File: src/rtl/down_counter_tc.sv
// Loadable down-counter with a one-cycle terminal-count pulse and a sticky underflow flag.
// Optional DOWN_COUNTER_AUTO_RELOAD_EN restarts the count from the last loaded value at terminal count.
module down_counter_tc #(
    parameter int WIDTH = 4
) (
    input  logic             clk,
    input  logic             CLR,
    input  logic             LD,
    input  logic [WIDTH-1:0] DIN,
    input  logic             DEC,
    output logic [WIDTH-1:0] count,
    output logic             BUSY,
    output logic             ZERO,
    output logic             TC,
    output logic             UFL
);

    typedef enum logic [1:0] {
        IDLE = 2'd0,
        RUN  = 2'd1,
        DONE = 2'd2
    } state_t;

    localparam logic [WIDTH-1:0] CNT_ZERO = {WIDTH{1'b0}};
    localparam logic [WIDTH-1:0] CNT_ONE  = {{(WIDTH-1){1'b0}}, 1'b1};

    state_t           state_r;
    logic [WIDTH-1:0] count_r;
    logic             tc_r;
    logic             ufl_r;
    logic [WIDTH-1:0] reload_s;

`ifdef DOWN_COUNTER_AUTO_RELOAD_EN
    logic [WIDTH-1:0] reload_r;

    // Reload value tracks every load so the period follows the most recent DIN.
    always_ff @(posedge clk or posedge CLR) begin
        if (CLR) begin
            reload_r <= CNT_ZERO;
        end else if (LD) begin
            reload_r <= DIN;
        end else begin
            reload_r <= reload_r;
        end
    end

    assign reload_s = reload_r;
`else
    assign reload_s = CNT_ZERO;
`endif

    // Control FSM: load has priority over decrement; a zero reload value means one-shot operation.
    always_ff @(posedge clk or posedge CLR) begin
        if (CLR) begin
            state_r <= IDLE;
            count_r <= CNT_ZERO;
            tc_r    <= 1'b0;
            ufl_r   <= 1'b0;
        end else if (LD) begin
            count_r <= DIN;
            ufl_r   <= 1'b0;
            tc_r    <= 1'b0;
            state_r <= (DIN != CNT_ZERO) ? RUN : IDLE;
        end else begin
            case (state_r)
                RUN: begin
                    ufl_r <= ufl_r;
                    if (DEC) begin
                        if (count_r > CNT_ONE) begin
                            count_r <= count_r - CNT_ONE;
                            tc_r    <= 1'b0;
                            state_r <= RUN;
                        end else if (reload_s != CNT_ZERO) begin
                            count_r <= reload_s;
                            tc_r    <= 1'b1;
                            state_r <= RUN;
                        end else begin
                            count_r <= CNT_ZERO;
                            tc_r    <= 1'b1;
                            state_r <= DONE;
                        end
                    end else begin
                        count_r <= count_r;
                        tc_r    <= 1'b0;
                        state_r <= RUN;
                    end
                end
                // DONE behaves like IDLE for a stray DEC; the count never wraps below zero.
                IDLE, DONE: begin
                    count_r <= count_r;
                    tc_r    <= 1'b0;
                    state_r <= IDLE;
                    if (DEC) begin
                        ufl_r <= 1'b1;
                    end else begin
                        ufl_r <= ufl_r;
                    end
                end
                default: begin
                    state_r <= IDLE;
                    count_r <= CNT_ZERO;
                    tc_r    <= 1'b0;
                    ufl_r   <= ufl_r;
                end
            endcase
        end
    end

    assign count = count_r;
    assign BUSY  = (state_r == RUN);
    assign ZERO  = (count_r == CNT_ZERO);
    assign TC    = tc_r;
    assign UFL   = ufl_r;

endmodule
File: config.mk
export PLATFORM = sky130hd
export DESIGN_NAME = down_counter_tc
export DESIGN_NICKNAME = d
export VERILOG_FILES = /design/src/rtl/down_counter_tc.sv
export SDC_FILE = /design/constraint.sdc
export NUM_CORES = 1
export LEC_CHECK = 0
export BUFFER_PORTS_ARGS = -buffer_cell sky130_fd_sc_hd__clkbuf_2
export CORE_AREA = 2 2 39 41
export DETAILED_ROUTE_END_ITERATION = 16
export DIE_AREA = 0 0 41 43
export GPL_TIMING_DRIVEN = 0
export HOLD_SLACK_MARGIN = 0.1
export MAX_ROUTING_LAYER = met4
export SLEW_MARGIN = 20
export SYNTH_ARGS = -nofsm -noshare
export SYNTH_HDL_FRONTEND = slang
export SYNTH_SLANG_ARGS = --single-unit
File: constraint.sdc
create_clock -name clk -period 1.4 [get_ports clk]
set_input_delay 0.14 -clock clk [delete_from_list [all_inputs] [get_ports clk]]
set_output_delay 0.14 -clock clk [all_outputs]
set_load 0.1 [all_outputs]
==> results of run 1 <==
## final cells by class
class                   count  area (um2)
fillers                   138       653.1
multi-input cells          33       292.8
flip-flops and latches      7       191.4
repair buffers             24       167.7
inverters                   6       27.53
clock buffers               4       26.28
well taps                  16       20.02
plain buffers               1       5.005
## cell usage after synthesis (all sizes together)
master	number
a21oi	2
buf	1
dfrtp	7
ha	3
inv	6
nand2	7
nand3b	1
nand4bb	1
nor2	3
nor2b	2
nor3	2
o211ai	1
o21ai	3
o21bai	1
o221ai	2
o311ai	1
o31ai	1
o41ai	1
or2	1
xnor2	1
## registers in the layout, summed over array words and instances, names as in the netlist
signal	cells
UFL	1
count	4
state_r	2
## layer usage
metal  GRT usage [%]  wire (um)  vias up
li1                -          -      219
met1           19.41        472      219
met2           22.50        587       11
met3           3.141         52        2
met4           10.00         10        0
met5               -          0        -
## worst max-delay path, delay by kind of cell (launching register included)
family,cells,cell delay (ns)
simple gates,2,0.36
flops,1,0.49
buf+inv,1,0.20
## what timing repair did
| action | 4_1_cts | 5_1_grt |
|---|---|---|
| pin swaps | 2 | 1 |
| hold buffers | 1 | 0 |
| setup buffers | 7 | 1 |
| endpoints found under the setup margin | 2 | 6 |
| hold endpoints to repair | 7 | 0 |
| resized for setup | 9 | 7 |
## stage by stage
step | hold slack (ns) | TNS, ns | util, %
floorplan | -0.05659 | -0.3333 | -
global placement | 0.07346 | -0.05307 | 41.86
detailed placement | 0.07235 | -0.05554 | 41.86
CTS | 0.1191 | -0.04206 | 51.36
global route | 0.1406 | -0.07492 | 52.80
finish | 0.1283 | -0.03539 | 52.80
## worst paths after layout
kind | start | endpoint | slack, ns | cells past startpoint
hold reg to reg | UFL | UFL | 0.50 | 2
hold / removal | DIN[3] | count[3] | 0.13 | 3
min in group asynchronous | CLR | count[2] | 0.35 | 3
max in group asynchronous | CLR | count[0] | 0.80 | 3
setup / recovery | count[2] | ZERO | -0.04 | 3
setup reg to reg | count[0] | count[3] | 0.06 | 5
## power by group
group          internal (mW)  leakage (nW)  switching [mW]
Combinational          0.163         0.235           0.329
Sequential             0.234        0.0809          0.0219
Clock                  0.109        0.0150          0.0783
Total                  0.506         0.331           0.429
## cells by family after synthesis
family,Yosys count,share of synthesized area (%)
AOI/OAI and AO/OA,12,24.01
xor gates and xnor gates,1,1.978
adders and majority gates,3,8.475
DFF,7,39.55
buffers and inverters,7,6.213
and+or+nand+nor,17,19.78
==> results.json, run 1 <==
{
  "status": "complete, but fails checks",
  "violations": "setup timing",
  "syn_nets": 58,
  "clk_latency_ns": 0.25,
  "peakVddDrop_uv": 721.5,
  "fin_cells": 91,
  "antenna_found_initial": 0,
  "post-place-ws_ns": -0.05554,
  "maxCapViolCount": 0,
  "design_area_um2": 730.7,
  "drt-vias-per-instance": 4.956,
  "synthTopCellsByArea": "dfrtp_1 (40%), ha_1 (8.5%), o221ai_2 (6.8%), nand2_1 (5.9%), inv_1 (5.1%)",
  "finalHoldViolations": 0,
  "cp_slowest_cell": "dfrtp_4",
  "p_per_area_nw_per_um2": 1280,
  "layout.nets": 87,
  "die_x_um": 41,
  "portBuffers": 15,
  "dr.pass1.iters": 4,
  "crit_chain": "or2_4 -> nor2_4 -> clkbuf_16",
  "synth_seq_cells": 7,
  "p_total_mw": 0.9356,
  "grt_usage_pct": 15.75,
  "dp.final_hpwl_um": 734,
  "area_growth_pct": 64.97,
  "syn_avg_cell_area_um2": 9.424,
  "dieArea_um2": 1763,
  "final_antenna_net_count": 0,
  "fmax_ghz": 0.6967,
  "vias": 451,
  "synthCells": 47,
  "routedWlPerCell_um": 12.33,
  "fin_ws_ns": -0.03539,
  "row_count": 14,
  "htreeDepth": 1,
  "yosysTopAreaCell": "dfrtp_1",
  "leakage_nw": 0.3311,
  "endpoint_kind": "primary output",
  "skew_ns": 0.0005154,
  "cts_tree": "yes",
  "placed_cell_area_um2": 579.3,
  "hold_path_class": "primary input to flop",
  "setup_viol": 1,
  "routed_wl_mm": 1.122,
  "synth_warnings": 0,
  "grt_pass1_wl_mm": 1.752,
  "place.gp.congestion": 0.7711,
  "drtIter0Drc": 7,
  "numCtsBuffers": 3,
  "drc": 0,
  "final_cell_mix": "clkbuf_2 (9), buf_4 (8), nand2_1 (7)",
  "grt_max_degree": 11,
  "worstMarginPinSlew_ns": 0.5406,
  "synth_top_area_share_pct": 39.55,
  "critPathRequiredTime_ns": 1.26,
  "ys_types": 21,
  "overflow": 0,
  "clock_path_buffers": 2,
  "cts.reportedPaths.clkPinSlew_ns": 0.05,
  "finalMaxSlewViolations": 0,
  "cts-root-buf": "clkbuf_4",
  "rsz0062_at_grt": "true",
  "ios": 16,
  "dp.cells": 78,
  "drive_above_1_share_pct": 60.00,
  "initial_core_util_pct": 32.01,
  "diodes": 0,
  "critPathKind": "flop to primary output",
  "syn_area_um2": 442.9,
  "synth-seq-area-share_pct": 39.55,
  "cts_sinks": 7,
  "core_area_um2": 1384,
  "cp_max_fo": 4,
  "fp.dieH_um": 43,
  "post-route-period-util_pct": 102.5,
  "crit_path_start_kind": "flop",
  "critical-path-max-stage-delay_ns": 0.49,
  "fin_crit_ns": 1.435,
  "critPathArrivalTime_ns": 1.30,
  "layout_commonest_cell": "clkbuf_2",
  "slew_headroom_pct": 64.11,
  "first_global_vias": 412
}
Note: power is estimated with default switching activity, not from simulation.
==> run 2, diff against run 1 <==
--- a/config.mk
+++ b/config.mk
@@ -12,6 +12,7 @@
 export GPL_TIMING_DRIVEN = 0
 export HOLD_SLACK_MARGIN = 0.1
 export MAX_ROUTING_LAYER = met4
+export SKIP_CTS_REPAIR_TIMING = 1
 export SLEW_MARGIN = 20
 export SYNTH_ARGS = -nofsm -noshare
 export SYNTH_HDL_FRONTEND = slang
==> run 2 against run 1 <==
  * The run still ends with setup timing left
  * Global-route usage decreased by 1.6 points
  * Register-to-register slack barely moved
  * Largest power group unchanged
  * Critical path type unchanged
  * Die area stayed put
  * Critical endpoint unchanged
==> results.json, run 2 (synthesized netlist as in run 1, its figures left out) <==
{
  "htreeDepth": 1,
  "dr.pass1.iters": 3,
  "setup_viol": 1,
  "reg2reg_slack_ns": 0.06,
  "post-place-ws_ns": -0.05554,
  "finalHoldViolations": 0,
  "grt_pass1_wl_mm": 1.580,
  "dp.cells": 78,
  "clock_path_buffers": 2,
  "drc": 0,
  "vias": 432,
  "drive_above_1_share_pct": 57.75,
  "startpoint": "count[3]",
  "portBuffers": 15,
  "largest_reg_flops": 4,
  "routedWlPerCell_um": 12.11,
  "endpoint_kind": "primary output",
  "dieArea_um2": 1763,
  "cp_max_fo": 3,
  "crit-reg2reg-launch": "count[3]",
  "maxCapViolCount": 0,
  "layout.nets": 83,
  "die_x_um": 41,
  "core_area_um2": 1384,
  "cts.reportedPaths.clkPinSlew_ns": 0.05,
  "critPathKind": "flop to primary output",
  "p_per_area_nw_per_um2": 1313,
  "peakVddDrop_uv": 748.8,
  "clk_latency_ns": 0.26,
  "hold_path_class": "primary input to flop",
  "row_count": 14,
  "ios": 16,
  "initial_core_util_pct": 32.01,
  "cts-root-buf": "clkbuf_4",
  "rsz0062_at_grt": "true",
  "first_global_vias": 369,
  "numCtsBuffers": 3,
  "crit_path_start_kind": "flop",
  "antenna_found_initial": 0,
  "place.gp.congestion": 0.7711,
  "cts_sinks": 7,
  "grt_usage_pct": 14.20,
  "final_cell_mix": "clkbuf_2 (13), nand2_1 (7), clkbuf_4 (4), dfrtp_4 (4), buf_4 (4)",
  "worstMarginPinSlew_ns": 0.5405,
  "area_growth_pct": 56.78,
  "post-route-period-util_pct": 102.5,
  "routed_wl_mm": 1.054,
  "overflow": 0,
  "drt-vias-per-instance": 4.966,
  "finalMaxSlewViolations": 0,
  "fill_cells": 148,
  "final_antenna_net_count": 0,
  "skew_ns": 0.001335,
  "worstHoldStart": "DIN[3]",
  "drtIter0Drc": 10,
  "status": "complete, but fails checks",
  "slew_headroom_pct": 64.12,
  "fp.dieH_um": 43,
  "leakage_nw": 0.3084,
  "dp.final_hpwl_um": 734,
  "fin_crit_ns": 1.435,
  "fmax_ghz": 0.6967,
  "grt_max_degree": 11,
  "fin_ws_ns": -0.03528,
  "diodes": 0,
  "critPathRequiredTime_ns": 1.26,
  "layout_commonest_cell": "clkbuf_2",
  "fin_cells": 87,
  "cts_tree": "yes",
  "violations": "setup timing",
  "critPathArrivalTime_ns": 1.30
}
run 2: cell type report:
class,instances,area [um2],share of cell area [%]
repair buffers,20,132.6,19.10
clock buffers,4,26.28,3.784
multi-input cells,33,291.5,41.98
inverters,6,27.53,3.964
well taps,16,20.02,2.883
plain buffers,1,5.005,0.7207
flip-flops and latches,7,191.4,27.57
run 2: report_power, final:
group          switching [mW]  internal [mW]
sequential             0.0246          0.235
clock                  0.0831          0.109
combinational           0.323          0.138
run 2: per-layer routing:
| layer | wire (um) | GRT usage [%] | share of wire (%) | vias up |
|---|---|---|---|---|
| li1 | - | - | - | 212 |
| met1 | 456 | 19.41 | 43 | 205 |
| met2 | 533 | 17.81 | 51 | 13 |
| met3 | 53 | 3.141 | 5.0 | 2 |
| met4 | 10 | 10.00 | 0.95 | 0 |
| met5 | 0 | - | 0 | - |
run 2: path summary, 6_finish.rpt:
path	endpoint	cells after the start
worst min register to register	UFL	2
max in group asynchronous	count[1]	3
worst max-delay path	ZERO	3
min in group asynchronous	count[2]	3
worst max register to register	state_r[0]	4
worst min-delay path	count[3]	3
run 2: worst max-delay path, cell delays in order, from the launching register on:
cell and delay (ns):
dfrtp_4 0.48, or2_4 0.28, nor2_4 0.10, buf_12 0.18
run 2: per-stage QoR:
stage	area [um2]	power, mW	setup TNS, ns	hold slack [ns]	utilization (%)
after global placement	579.3	0.6518	-0.05307	0.07346	41.86
after detailed placement	579.3	0.6549	-0.05554	0.07235	41.86
after global routing	694.4	0.9587	-0.07753	0.1417	50.18
final	694.4	0.9120	-0.03528	0.1202	50.18
after floorplan	484.2	0.5913	-0.3333	-0.05659	-
after CTS	605.6	0.8488	-0.3588	-0.2046	43.76
